[config.mk]
export PLATFORM = sky130hd
export DESIGN_NAME = dac_spi_driver
export DESIGN_NICKNAME = d
export VERILOG_FILES = /design/src/rtl/dds_pkg.sv /design/src/rtl/dac_sclk_tick.sv /design/src/rtl/dac_spi_driver.sv
export SDC_FILE = /design/constraint.sdc
export NUM_CORES = 1
export LEC_CHECK = 0
export ABC_CLOCK_PERIOD_IN_PS = 3290
export BUFFER_PORTS_ARGS = -buffer_cell sky130_fd_sc_hd__buf_2
export CAP_MARGIN = 20
export CORE_MARGIN = 4
export CORE_UTILIZATION = 32
export CTS_CLUSTER_DIAMETER = 60
export DETAILED_ROUTE_END_ITERATION = 7
export GPL_TIMING_DRIVEN = 0
export HOLD_SLACK_MARGIN = 0.15
export MAX_ROUTING_LAYER = met4
export PLACE_DENSITY = 0.49
export SYNTH_ARGS = -nofsm -noshare
export SYNTH_HDL_FRONTEND = slang
export SYNTH_SLANG_ARGS = --single-unit
[constraint.sdc]
create_clock -name clk -period 3.29 [get_ports clk]
set_input_delay 0.1645 -clock clk [delete_from_list [all_inputs] [get_ports clk]]
set_output_delay 0.1645 -clock clk [all_outputs]
set_load 0.02 [all_outputs]
[src/rtl/dds_pkg.sv]
// Shared DDS definitions: DAC frame geometry, control bytes, driver states
// and the frame-assembly helper used by the SPI output stage.
package dds_pkg;

  localparam int DAC_FRAME_BITS = 24;
  localparam int DAC_DATA_BITS  = 16;

  localparam logic [7:0] DAC_CTRL_NORMAL = 8'h00;
  localparam logic [7:0] DAC_CTRL_PD_1K  = 8'h01;

  typedef enum logic [1:0] {
    IDLE  = 2'd0,
    SHIFT = 2'd1,
    GAP   = 2'd2
  } dac_state_t;

  // Control byte on top, sample below; flip turns two's-complement into offset-binary.
  function automatic logic [DAC_FRAME_BITS-1:0] dac_frame(
    input logic [7:0]               ctrl,
    input logic [DAC_DATA_BITS-1:0] sample,
    input logic                     flip
  );
    return {ctrl, sample ^ {flip, 15'h0000}};
  endfunction

endpackage

[src/rtl/dac_sclk_tick.sv]
// Half-period timer for the DAC serial clock: one-cycle tick every CLK_DIV
// cycles while enabled, restarting from zero whenever it is disabled.
module dac_sclk_tick
  import dds_pkg::*;
#(
  parameter int unsigned CLK_DIV = 2
) (
  input  logic clk,
  input  logic reset,
  input  logic enable,
  output logic tick
);

  localparam logic [7:0] DIV_LAST = 8'(CLK_DIV - 1);

  logic [7:0] cnt_r;

  // Half-period counter, held at zero outside the shifting phase
  always_ff @(posedge clk) begin
    if (reset) begin
      cnt_r <= 8'd0;
    end else if (!enable) begin
      cnt_r <= 8'd0;
    end else if (cnt_r == DIV_LAST) begin
      cnt_r <= 8'd0;
    end else begin
      cnt_r <= cnt_r + 8'd1;
    end
  end

  assign tick = enable & (cnt_r == DIV_LAST);

endmodule

[src/rtl/dac_spi_driver.sv]
// Serialises one 16-bit DDS sample per frame to a DAC8551-style SPI DAC:
// 24-bit frame (control byte + data), MSB first, SYNC active low.
module dac_spi_driver
  import dds_pkg::*;
#(
  parameter int unsigned CLK_DIV     = 2,
  parameter logic [7:0]  CTRL_BYTE   = DAC_CTRL_NORMAL,
  parameter bit          OFFSET_FLIP = 1'b0,
  parameter int unsigned GAP_CYCLES  = 2
) (
  input  logic        clk,
  input  logic        reset,
  input  logic [15:0] sample_in,
  input  logic        sample_valid,
  output logic        sample_ready,
  output logic        dac_sclk,
  output logic        dac_sync_n,
  output logic        dac_din,
  output logic        busy,
  output logic        frame_done
);

  localparam logic [4:0] BIT_LAST = 5'(DAC_FRAME_BITS - 1);
  localparam logic [7:0] GAP_LAST = 8'(GAP_CYCLES - 1);

  dac_state_t                state_r, state_nxt;
  logic [DAC_FRAME_BITS-1:0] shift_r, shift_nxt;
  logic [4:0]                bit_cnt_r, bit_cnt_nxt;
  logic [7:0]                gap_cnt_r, gap_cnt_nxt;
  logic                      sclk_r, sclk_nxt;
  logic                      sync_n_r, sync_n_nxt;
  logic                      busy_r, busy_nxt;
  logic                      frame_done_r, frame_done_nxt;
  logic                      tick_s;
  logic                      accept_s;

  assign sample_ready = (state_r == IDLE) & ~reset;
  assign accept_s     = sample_valid & sample_ready;

  dac_sclk_tick #(
    .CLK_DIV(CLK_DIV)
  ) u_sclk_tick (
    .clk   (clk),
    .reset (reset),
    .enable(state_r == SHIFT),
    .tick  (tick_s)
  );

  // Next-state and next-output logic; SCLK falls mid-bit and rises to advance the shift
  always_comb begin
    state_nxt      = state_r;
    shift_nxt      = shift_r;
    bit_cnt_nxt    = bit_cnt_r;
    gap_cnt_nxt    = gap_cnt_r;
    sclk_nxt       = sclk_r;
    sync_n_nxt     = sync_n_r;
    frame_done_nxt = 1'b0;

    case (state_r)
      IDLE: begin
        if (accept_s) begin
          state_nxt   = SHIFT;
          shift_nxt   = dac_frame(CTRL_BYTE, sample_in, OFFSET_FLIP);
          bit_cnt_nxt = 5'd0;
          sclk_nxt    = 1'b1;
          sync_n_nxt  = 1'b0;
        end else begin
          sclk_nxt   = 1'b1;
          sync_n_nxt = 1'b1;
        end
      end

      SHIFT: begin
        if (!tick_s) begin
          sclk_nxt = sclk_r;
        end else if (sclk_r) begin
          sclk_nxt = 1'b0;
        end else if (bit_cnt_r == BIT_LAST) begin
          state_nxt      = GAP;
          sclk_nxt       = 1'b1;
          sync_n_nxt     = 1'b1;
          shift_nxt      = '0;
          bit_cnt_nxt    = 5'd0;
          gap_cnt_nxt    = 8'd0;
          frame_done_nxt = 1'b1;
        end else begin
          sclk_nxt    = 1'b1;
          bit_cnt_nxt = bit_cnt_r + 5'd1;
          shift_nxt   = {shift_r[DAC_FRAME_BITS-2:0], 1'b0};
        end
      end

      GAP: begin
        if (gap_cnt_r == GAP_LAST) begin
          state_nxt   = IDLE;
          gap_cnt_nxt = 8'd0;
        end else begin
          gap_cnt_nxt = gap_cnt_r + 8'd1;
        end
      end

      default: begin
        state_nxt   = IDLE;
        shift_nxt   = '0;
        bit_cnt_nxt = 5'd0;
        gap_cnt_nxt = 8'd0;
        sclk_nxt    = 1'b1;
        sync_n_nxt  = 1'b1;
      end
    endcase

    busy_nxt = (state_nxt != IDLE);
  end

  // State and output registers; reset abandons any frame without a done pulse
  always_ff @(posedge clk) begin
    if (reset) begin
      state_r      <= IDLE;
      shift_r      <= '0;
      bit_cnt_r    <= 5'd0;
      gap_cnt_r    <= 8'd0;
      sclk_r       <= 1'b1;
      sync_n_r     <= 1'b1;
      busy_r       <= 1'b0;
      frame_done_r <= 1'b0;
    end else begin
      state_r      <= state_nxt;
      shift_r      <= shift_nxt;
      bit_cnt_r    <= bit_cnt_nxt;
      gap_cnt_r    <= gap_cnt_nxt;
      sclk_r       <= sclk_nxt;
      sync_n_r     <= sync_n_nxt;
      busy_r       <= busy_nxt;
      frame_done_r <= frame_done_nxt;
    end
  end

  // DIN is the frame MSB straight from the shift register, zero outside a frame
  assign dac_din    = shift_r[DAC_FRAME_BITS-1];
  assign dac_sclk   = sclk_r;
  assign dac_sync_n = sync_n_r;
  assign busy       = busy_r;
  assign frame_done = frame_done_r;

endmodule
==> results.toml, run 1 <==
[outcome]
status = "completed"

[timing]
fin_worst_skew_ns = 0.01220
timing.final.crit_share_pct = 73.64
rsz0062_at_grt = "false"
max_freq_mhz = 412.7
fin_tns_setup_ns = 0
worst_slew_margin_rel_pct = 32.09
finalHoldViolations = 0
min_period_ns = 2.423
setup_viol = 0
worstMarginPinSlew_ns = 1.008
timing.final.max_slew_violations = 0

[grt]
grt_pass1_wl_um = 9956
grt_overflow = 0
grt_antenna_before_repair = 0
grt_usage_pct = 14.40
grt_pass1_vias = 2038
grt_max_degree = 18

[final_layout]
fillers = 730
layout_commonest_cell = "dfxtp_1"
final_layout_size_suffix_gt1_share_pct = 13.42
final_cell_mix = "dfxtp_1, buf_2, nand3_1, nor3_1"
area_growth_syn_to_layout_pct = 14.67
fin_cells = 394
antenna_cells = 0
nets = 321
final_util_pct = 38.72

[route]
final_antenna_net_count = 0
routed_wl_um = 5895
dr.pass1.iters = 4
drc_errors = 0
detailroute.via_count = 2126
wl_per_cell_um = 14.96
drtIter0Drc = 116
viasPerCell = 5.396

[worst_hold_path]
hold_path.class = "in -> reg"

[yosys]
synth_seq_area_share_pct = 43.54
synth_area_sq_mm = 0.002345
synth.distinct_cells = 47
syn_inst = 265
synth_edf_count = 0
syn_area_per_cell_sq_um = 8.848
async_flop_share_pct = 0
synthFlopType = "dfxtp_1"
ys_warn_count = 0
synth_seq_cells = 51
synthesis.nets = 289

[worst_setup_path]
max_stage_delay_ns = 0.84
crit_chain = "ha_1 > nor4b_2 > nand2_1 > o41ai_2 > nor3_1"
critPathMaxFanout = 10
crit_required_ns = 3.44
arrival_ns = 2.57
crit_path_start_kind = "register"
criticalPathCategory = "reg -> reg"
critPathSlowestCell = "o41ai_2"
endpoint_kind = "register"

[place]
place.gp.congestion = 0.7268
portBuffers = 24
dpl.hpwl_um = 4024
dp.cells = 385

[die]
start_util_pct = 33.77
row_count = 30
die_y_um = 93.60
coreArea_sq_mm = 0.006944
die-area_sq_mm = 0.008761
top_level_ports = 25
die_x_um = 93.60

[clock_tree]
clock_sinks = 51
post_cts_buffers = 0
cts-root-buf = "clkbuf_8"
cts_buffers = 5
cts_tree = "built"
htreeDepth = 2
clk_path_buf_depth = 2
path_clk_slew_ns = 0.09
clk_latency_ns = 0.30

[power]
vdd_drop_max_mv = 0.1621
power.leakage_nw = 0.9277
power_density_mw_per_mm2 = 420.8

[job]
cap_violations = 0
-- path summary, 6_finish.rpt --
kind	from	end	slack, ns	depth (start not counted)
min reg2reg	shift_r[21]	shift_r[21]	0.46	2
min	sample_valid	shift_r[0]	0.19	3
max reg2reg	u_sclk_tick.cnt_r[0]	bit_cnt_r[0]	0.87	5
max	u_sclk_tick.cnt_r[0]	bit_cnt_r[0]	0.87	5
-- cells in the mapped netlist (all sizes together) (2+ instances only) --
cell | number | area [sq um]
nand2 | 13 | 48.80
a21o | 4 | 30.03
and3 | 2 | 12.51
nor4 | 3 | 18.77
xnor2 | 4 | 35.03
o21ai | 15 | 75.07
nor4b | 2 | 23.77
nand3 | 25 | 125.1
ha | 5 | 62.56
a2bb2oi | 2 | 17.52
buf | 4 | 18.76
o21bai | 2 | 15.01
dfxtp | 51 | 1021
xor2 | 2 | 17.52
nand2b | 4 | 25.02
or4 | 3 | 22.52
inv | 5 | 18.77
a211oi | 16 | 120.1
a32oi | 16 | 140.1
mux2i | 3 | 30.03
a21oi | 14 | 70.07
a22o | 2 | 17.52
nor3 | 24 | 125.1
clkbuf | 12 | 45.04
nor2 | 14 | 52.55
-- logic make-up after synthesis --
| group | share of synthesized area, % |
|---|---|
| adders and majority gates | 2.668 |
| AOI/OAI and AO/OA | 23.85 |
| xor gates and xnor gates | 2.241 |
| and+or+nand+nor | 22.89 |
| muxes | 1.281 |
| DFF | 43.54 |
| buffers and inverters | 3.521 |
-- area by class of cell --
type                       instances  area, sq um  share of cell area (%)
buffer                            16        63.81                   2.373
clock buffer                       5        68.82                   2.559
clock inverter                     3        25.02                  0.9307
inverter                           5        18.77                  0.6980
multi-input combinational        193         1241                   46.16
sequential                        51         1021                   37.97
tap                               96        120.1                   4.467
timing repair buffer              25        130.1                   4.839
-- power by group --
| group | switching (W) | total [W] | internal (W) |
|---|---|---|---|
| registers | 0.0000103 | 0.000645 | 0.000635 |
| logic | 0.0000689 | 0.000113 | 0.0000437 |
| clock network | 0.000221 | 0.000374 | 0.000153 |
| total | 0.000301 | 0.00113 | 0.000831 |
-- metal layers --
layer,vias up,GRT usage [%],wire [um]
met1,1018,19.90,3015
met5,-,-,0
met3,4,2.977,202
met4,0,4.693,61
met2,33,21.02,2616
li1,1071,-,-
-- flip-flops by register name, indices dropped and copies added (netlist names), 2 cells and up --
signal / cells
gap_cnt_r: 8
state_r: 2
shift_r: 24
bit_cnt_r: 5
u_sclk_tick.cnt_r: 8
-- repair_timing --
action | 4_1_cts | 5_1_grt
gates resized for setup | 0 | 0
hold buffers | 1 | 0
setup endpoints to repair | 0 | 0
endpoints found under the hold margin | 1 | 0
-- critical path: cells and delay by family, from the launching register on --
family | cells | cell delay [ns]
fa+ha+maj | 1 | 0.19
flops | 1 | 0.38
compound gates | 1 | 0.84
simple gates | 3 | 0.86
-- metrics by stage --
step | area, sq um | total power, W | setup slack, ns | hold slack [ns]
final | 2689 | 0.001132 | 0.8671 | 0.1932
after global routing | 2689 | 0.001190 | 0.5885 | 0.2041
after CTS | 2689 | 0.001149 | 0.8306 | 0.1881
after detailed placement | 2585 | 0.0007713 | 0.8365 | 0.4468
after global placement | 2585 | 0.0007702 | 0.8295 | 0.4425
after floorplan | 2345 | 0.0007317 | 1.231 | 0.3164
Power figures use the tool's default switching activity.
==> run 2: changes to the inputs <==
- ABC_CLOCK_PERIOD_IN_PS: 3290 -> 2400
- clock period: 3.29 -> 2.4 ns (I/O delays scaled with it)
==> run 2 against run 1 <==
Against the previous run:
- clock power rose by 38%
- die area did not move
- via count rose by 0.56%
- total power rose by 38%
- critical path depth rose by 2
- maximum frequency rose by 8.1%
- sequential power rose by 37%
- sequential share of layout area fell by 0.83 points
- combinational power rose by 43%
- largest power group unchanged
- count of clock-buffer cells in the layout did not move
- flip-flop and latch count did not move
- register-to-register slack got worse by 0.71 ns
==> results.toml, run 2 (same netlist as run 1, synthesis figures left out) <==
[power]
power_density_mw_per_mm2 = 567.3
vdd_drop_max_mv = 0.2229
power.leakage_nw = 0.9662
power.total_w = 0.001562

[worst_hold_path]
hold_path.class = "in -> reg"
holdCritStartpoint = "sample_in[9]"
hold_path_end = "shift_r[9]"
hold_path_depth = 3

[grt]
grt_pass1_vias = 2040
grt_overflow = 0
grt_pass1_wl_um = 9998
grt_usage_pct = 14.46
grt_max_degree = 18
grt_antenna_before_repair = 0

[clock_tree]
clk_latency_ns = 0.31
path_clk_slew_ns = 0.11
clock_sinks = 51
clk_path_buf_depth = 2
htreeDepth = 2
cts_tree = "built"
cts-root-buf = "clkbuf_8"
cts_buffers = 5

[final_layout]
ff_latch_area_sq_mm = 0.001022
fillers = 713
top_register = "shift_r"
finalInstanceArea_sq_mm = 0.002753
top_regs = "shift_r: 24 flops, gap_cnt_r: 8 flops, u_sclk_tick.cnt_r: 8 flops"
layout_commonest_cell = "dfxtp_1"
antenna_cells = 0
final_cell_mix = "dfxtp_1, buf_2, nand3_1, nor3_1"
area_growth_syn_to_layout_pct = 17.40
multi_input_area_sq_mm = 0.001282
nets = 323
final_layout_size_suffix_gt1_share_pct = 16.33
final_util_pct = 39.64
largest_reg_flops = 24

[timing]
worst_slew_margin_rel_pct = 51.78
rsz0062_at_grt = "false"
fin_worst_skew_ns = 0.01274
min_period_ns = 2.242
layout_setup_ws_ns = 0.1577
finalHoldViolations = 0
timing.final.max_slew_violations = 0
timing.final.crit_share_pct = 93.43
worstMarginPinSlew_ns = 0.7190
setup_viol = 0
max_freq_mhz = 446.0

[worst_setup_path]
critPathSlowestCell = "or4b_1"
rr_startpoint = "u_sclk_tick.cnt_r[1]"
rr_worst_depth = 7
crit_family = "simple AND/OR/NAND/NOR gates"
crit_required_ns = 2.61
arrival_ns = 2.45
r2r_slack_ns = 0.16
crit_path_start_kind = "register"
reg2reg_to = "gap_cnt_r[4]"
critical_path_buf_inv_count = 2
critPathMaxFanout = 10
endpoint_kind = "register"
max_stage_delay_ns = 0.52
criticalPathCategory = "reg -> reg"
crit_chain = "inv_1 > ha_1 > or4b_1 > or4_1 > buf_2 > a22o_1 > a21o_1"

[route]
viasPerCell = 5.399
routed_wl_um = 5949
final_antenna_net_count = 0
drtIter0Drc = 103
detailroute.via_count = 2138
wl_per_cell_um = 15.02
dr_wl_met3_um = 246
top_layer = "met4"
route.met2.wl_um = 2639
dr.pass1.iters = 4
m1WireLength_um = 3002
drc_errors = 0

[job]
cap_violations = 0

[die]
top_level_ports = 25
row_count = 30
die_y_um = 93.60
start_util_pct = 33.77
coreArea_sq_mm = 0.006944
die-area_sq_mm = 0.008761
die_x_um = 93.60

[place]
pre_cts_ws_ns = -0.05353
place.gp.congestion = 0.7268
placed_area_sq_mm = 0.002585
portBuffers = 24
dpl.hpwl_um = 4024

[outcome]
status = "completed"
[run 2: changes by cell type in the layout (fill, tap and decap cells not counted), sizes merged]
cell / change
dlygate4sd3: +1
buf: +1
[run 2: through the flow]
stage / hold WS, ns / setup TNS, ns / cells
2_1_floorplan: 0.2719 / 0 / 265
3_3_place_gp: 0.3980 / -0.2088 / 385
3_5_place_dp: 0.4023 / -0.05940 / 385
4_1_cts: 0.1615 / 0 / 396
5_1_grt: 0.1649 / 0 / 396
6_report: 0.1697 / 0 / 396
[run 2: repair_timing]
action / in CTS / in global routing
endpoints found under the setup margin: 7 / 21
buffers inserted: 1 / 0
hold buffers: 2 / 0
gates resized for setup: 2 / 12
endpoints found under the hold margin: 1 / 0
pin swaps: 1 / 0
[run 2: area by class of cell]
class,count,share of cell area (%)
inverter,5,0.6818
multi-input combinational,193,46.59
sequential,51,37.14
buffer,16,2.455
clock inverter,3,0.9091
timing repair buffer,27,5.364
clock buffer,5,2.500
tap,96,4.364
[run 2: worst max-delay path by stage]
stage	slack [ns]	start	depth (start not counted)	endpoint
floorplan	0.34	u_sclk_tick.cnt_r[0]	6	gap_cnt_r[4]
global placement	-0.06	u_sclk_tick.cnt_r[0]	5	bit_cnt_r[0]
detailed placement	-0.05	u_sclk_tick.cnt_r[0]	5	bit_cnt_r[0]
CTS	0.006	u_sclk_tick.cnt_r[0]	6	shift_r[6]
global route	0.03	state_r[1]	6	shift_r[0]
finish	0.16	u_sclk_tick.cnt_r[1]	7	gap_cnt_r[4]
[run 2: power by group]
group / total [W] / internal, W / switching [W]
Combinational: 0.000162 / 0.0000641 / 0.0000977
Sequential: 0.000884 / 0.000870 / 0.0000141
Clock: 0.000516 / 0.000209 / 0.000306
Total: 0.00156 / 0.00114 / 0.000418
[run 2: tightest hold or removal path, cell delays in order]
cell and delay (ns):
buf_2 0.10, a32oi_1 0.14, a211oi_1 0.08
[run 2: metal layers]
layer  track usage [%]  up-vias
met3             2.977        4
met1             19.95     1019
met4             4.693        0
met2             21.14       38
li1                  -     1077
met5                 -        -
==> run 3: changes to the inputs <==
- RECOVER_POWER: not set -> 50
- SYNTH_HIERARCHICAL: not set -> 1
==> run 3 against run 2 <==
Against the previous run:
- register-to-register slack lost 0.16 ns
- setup slack got worse by 0.16 ns
- flip-flop and latch count unchanged
- maximum frequency decreased by 6.5%
- count of clock-buffer cells in the layout is 1 higher
- global-route usage decreased by 1.7 points
- final cell count did not move
- worst hold slack gained 0.065 ns
- sequential power up 0.9%
- clock power increased by 22%
- combinational power is 53% higher
- largest power group unchanged
- highest routed layer unchanged
==> results.toml, run 3 <==
[outcome]
status = "completed"

[clock_tree]
clk_latency_ns = 0.31
clk_path_buf_depth = 2
cts_buffers = 5
clock_sinks = 51
cts-root-buf = "clkbuf_8"
htreeDepth = 2
path_clk_slew_ns = 0.10
cts_tree = "built"

[grt]
grt_overflow = 0
grt_max_degree = 16
grt_pass1_wl_um = 8935
grt_usage_pct = 12.80
grt_antenna_before_repair = 0
grt_pass1_vias = 1892

[die]
top_level_ports = 25
coreArea_sq_mm = 0.006944
start_util_pct = 33.84
die_y_um = 93.69
die_x_um = 93.69
row_count = 30
die-area_sq_mm = 0.008778

[final_layout]
area_growth_syn_to_layout_pct = 35.68
fillers = 685
layout_commonest_cell = "dfxtp_1"
top_register = "shift_r"
ff_latch_area_sq_mm = 0.001026
largest_reg_flops = 24
nets = 323
multi_input_area_sq_mm = 0.001391
final_cell_mix = "dfxtp_1, nor2_1, buf_2, dlygate4sd3_1, a22oi_1"
antenna_cells = 0
top_regs = "shift_r: 24 flops, gap_cnt_r: 8 flops, u_sclk_tick/cnt_r: 8 flops"
final_layout_size_suffix_gt1_share_pct = 28.67
finalInstanceArea_sq_mm = 0.003188
fin_cells = 396

[yosys]
synth.distinct_cells = 51
synthFlopType = "dfxtp_1"
synth.most_common_cell = "dfxtp_1"
async_flop_share_pct = 0
synth_seq_cells = 51
netlist.area_leader.share_pct = 43.45
synth_edf_count = 0
syn_area_per_cell_sq_um = 9.832
synthesis.nets = 263
syn_inst = 239
synth_common_cells = "dfxtp_1, nor2_1, a22oi_1, a21oi_1, nand2_1"
synth_area_sq_mm = 0.002350
synth_area_leaders = "dfxtp_1, o2bb2ai_2, a22oi_1"
synth_seq_area_share_pct = 43.45
synth_top_area_cell = "dfxtp_1"
ys_warn_count = 6

[route]
wl_per_cell_um = 13.38
routed_wl_um = 5299
drc_errors = 0
drtIter0Drc = 69
final_antenna_net_count = 0
dr.pass1.iters = 4
viasPerCell = 4.922
detailroute.via_count = 1949

[worst_setup_path]
critPathSlowestCell = "or4b_4"
max_stage_delay_ns = 0.47
crit_path_start_kind = "register"
endpoint_kind = "register"
crit_family = "simple AND/OR/NAND/NOR gates"
crit_chain = "inv_2 > ha_4 > or4b_4 > nor4_4 > and2_4 > nor2b_4 > buf_6 > buf_6 > buf_6 > o2111ai_4 > or3_1 > a21oi_1"
cp_common_cell = "buf_6"
critical_path_buf_inv_count = 4
criticalPathCategory = "reg -> reg"
crit_required_ns = 2.63
critPathMaxFanout = 4
arrival_ns = 2.63

[power]
power.total_w = 0.001769
power.leakage_nw = 1.182
power_density_mw_per_mm2 = 554.8
vdd_drop_max_mv = 0.3103

[timing]
max_freq_mhz = 417.1
timing.final.crit_share_pct = 99.89
min_period_ns = 2.397
setup_viol = 0
rsz0062_at_grt = "true"
fin_worst_skew_ns = 0.01439
holdWs_ns = 0.2351
worstMarginPinSlew_ns = 0.4870
worst_slew_margin_rel_pct = 67.53
timing.final.max_slew_violations = 0
finalHoldViolations = 0

[place]
placed_area_sq_mm = 0.002591
place.gp.congestion = 0.7677
portBuffers = 24
dpl.hpwl_um = 3369
dp.cells = 359

[worst_hold_path]
hold_path.class = "in -> reg"

[job]
cap_violations = 0
run 3: report_power, final:
part,switching (W),internal [W]
clock network,0.000291,0.000338
logic,0.000125,0.000123
registers,0.0000222,0.000870
run 3: final timing paths:
kind | startpoint | cells past startpoint | slack (ns) | end
max reg2reg | u_sclk_tick/cnt_r[1] | 12 | 0.003 | bit_cnt_r[3]
max | u_sclk_tick/cnt_r[1] | 12 | 0.003 | bit_cnt_r[3]
min reg2reg | shift_r[0] | 2 | 0.45 | shift_r[0]
min | reset | 4 | 0.24 | gap_cnt_r[7]
run 3: metrics by stage:
stage | utilization (%) | TNS (ns) | setup WS (ns)
3_3_place_gp | 37.32 | -6.032 | -0.2834
4_1_cts | 44.99 | -1.569 | -0.1061
5_1_grt | 45.91 | -1.244 | -0.1102
3_5_place_dp | 37.32 | -6.215 | -0.3167
6_report | 45.91 | 0 | 0.002572
2_1_floorplan | - | 0 | 0.001062
run 3: timing repair:
item,CTS,global route
hold buffers,17,0
setup endpoints to repair,31,38
resized for setup,26,10
hold endpoints to repair,17,0
buffers inserted,13,0
cloned,1,0
pin swaps,7,12
run 3: routing by layer:
layer  global-route usage (%)  up-vias  share of wire (%)
li1                         -     1002                  -
met5                        -        -                  0
met4                    3.610        0                1.2
met1                    17.38      918                 50
met3                    2.724        6                2.9
met2                    19.28       23                 46
run 3: cell families after synthesis:
| kind of cell | count (synthesis) | share of synthesized area, % |
|---|---|---|
| buffers and inverters | 19 | 4.366 |
| muxes | 8 | 3.408 |
| adders and majority gates | 5 | 2.662 |
| xor gates and xnor gates | 6 | 2.237 |
| AOI/OAI and AO/OA | 75 | 26.84 |
| and+or+nand+nor | 75 | 17.04 |
| DFF | 51 | 43.45 |
run 3: worst min-delay path: stages:
cell and delay [ns]:
buf_2 0.18, a311oi_4 0.08, nand2_1 0.07, nand2_1 0.04
run 3: cell type report:
| cell class | instances | share of cell area [%] |
|---|---|---|
| inverter | 7 | 0.8242 |
| sequential | 51 | 32.18 |
| tap | 96 | 3.768 |
| clock buffer | 6 | 2.590 |
| buffer | 10 | 2.590 |
| timing repair buffer | 55 | 13.30 |
| clock inverter | 2 | 1.099 |
| multi-input combinational | 169 | 43.64 |
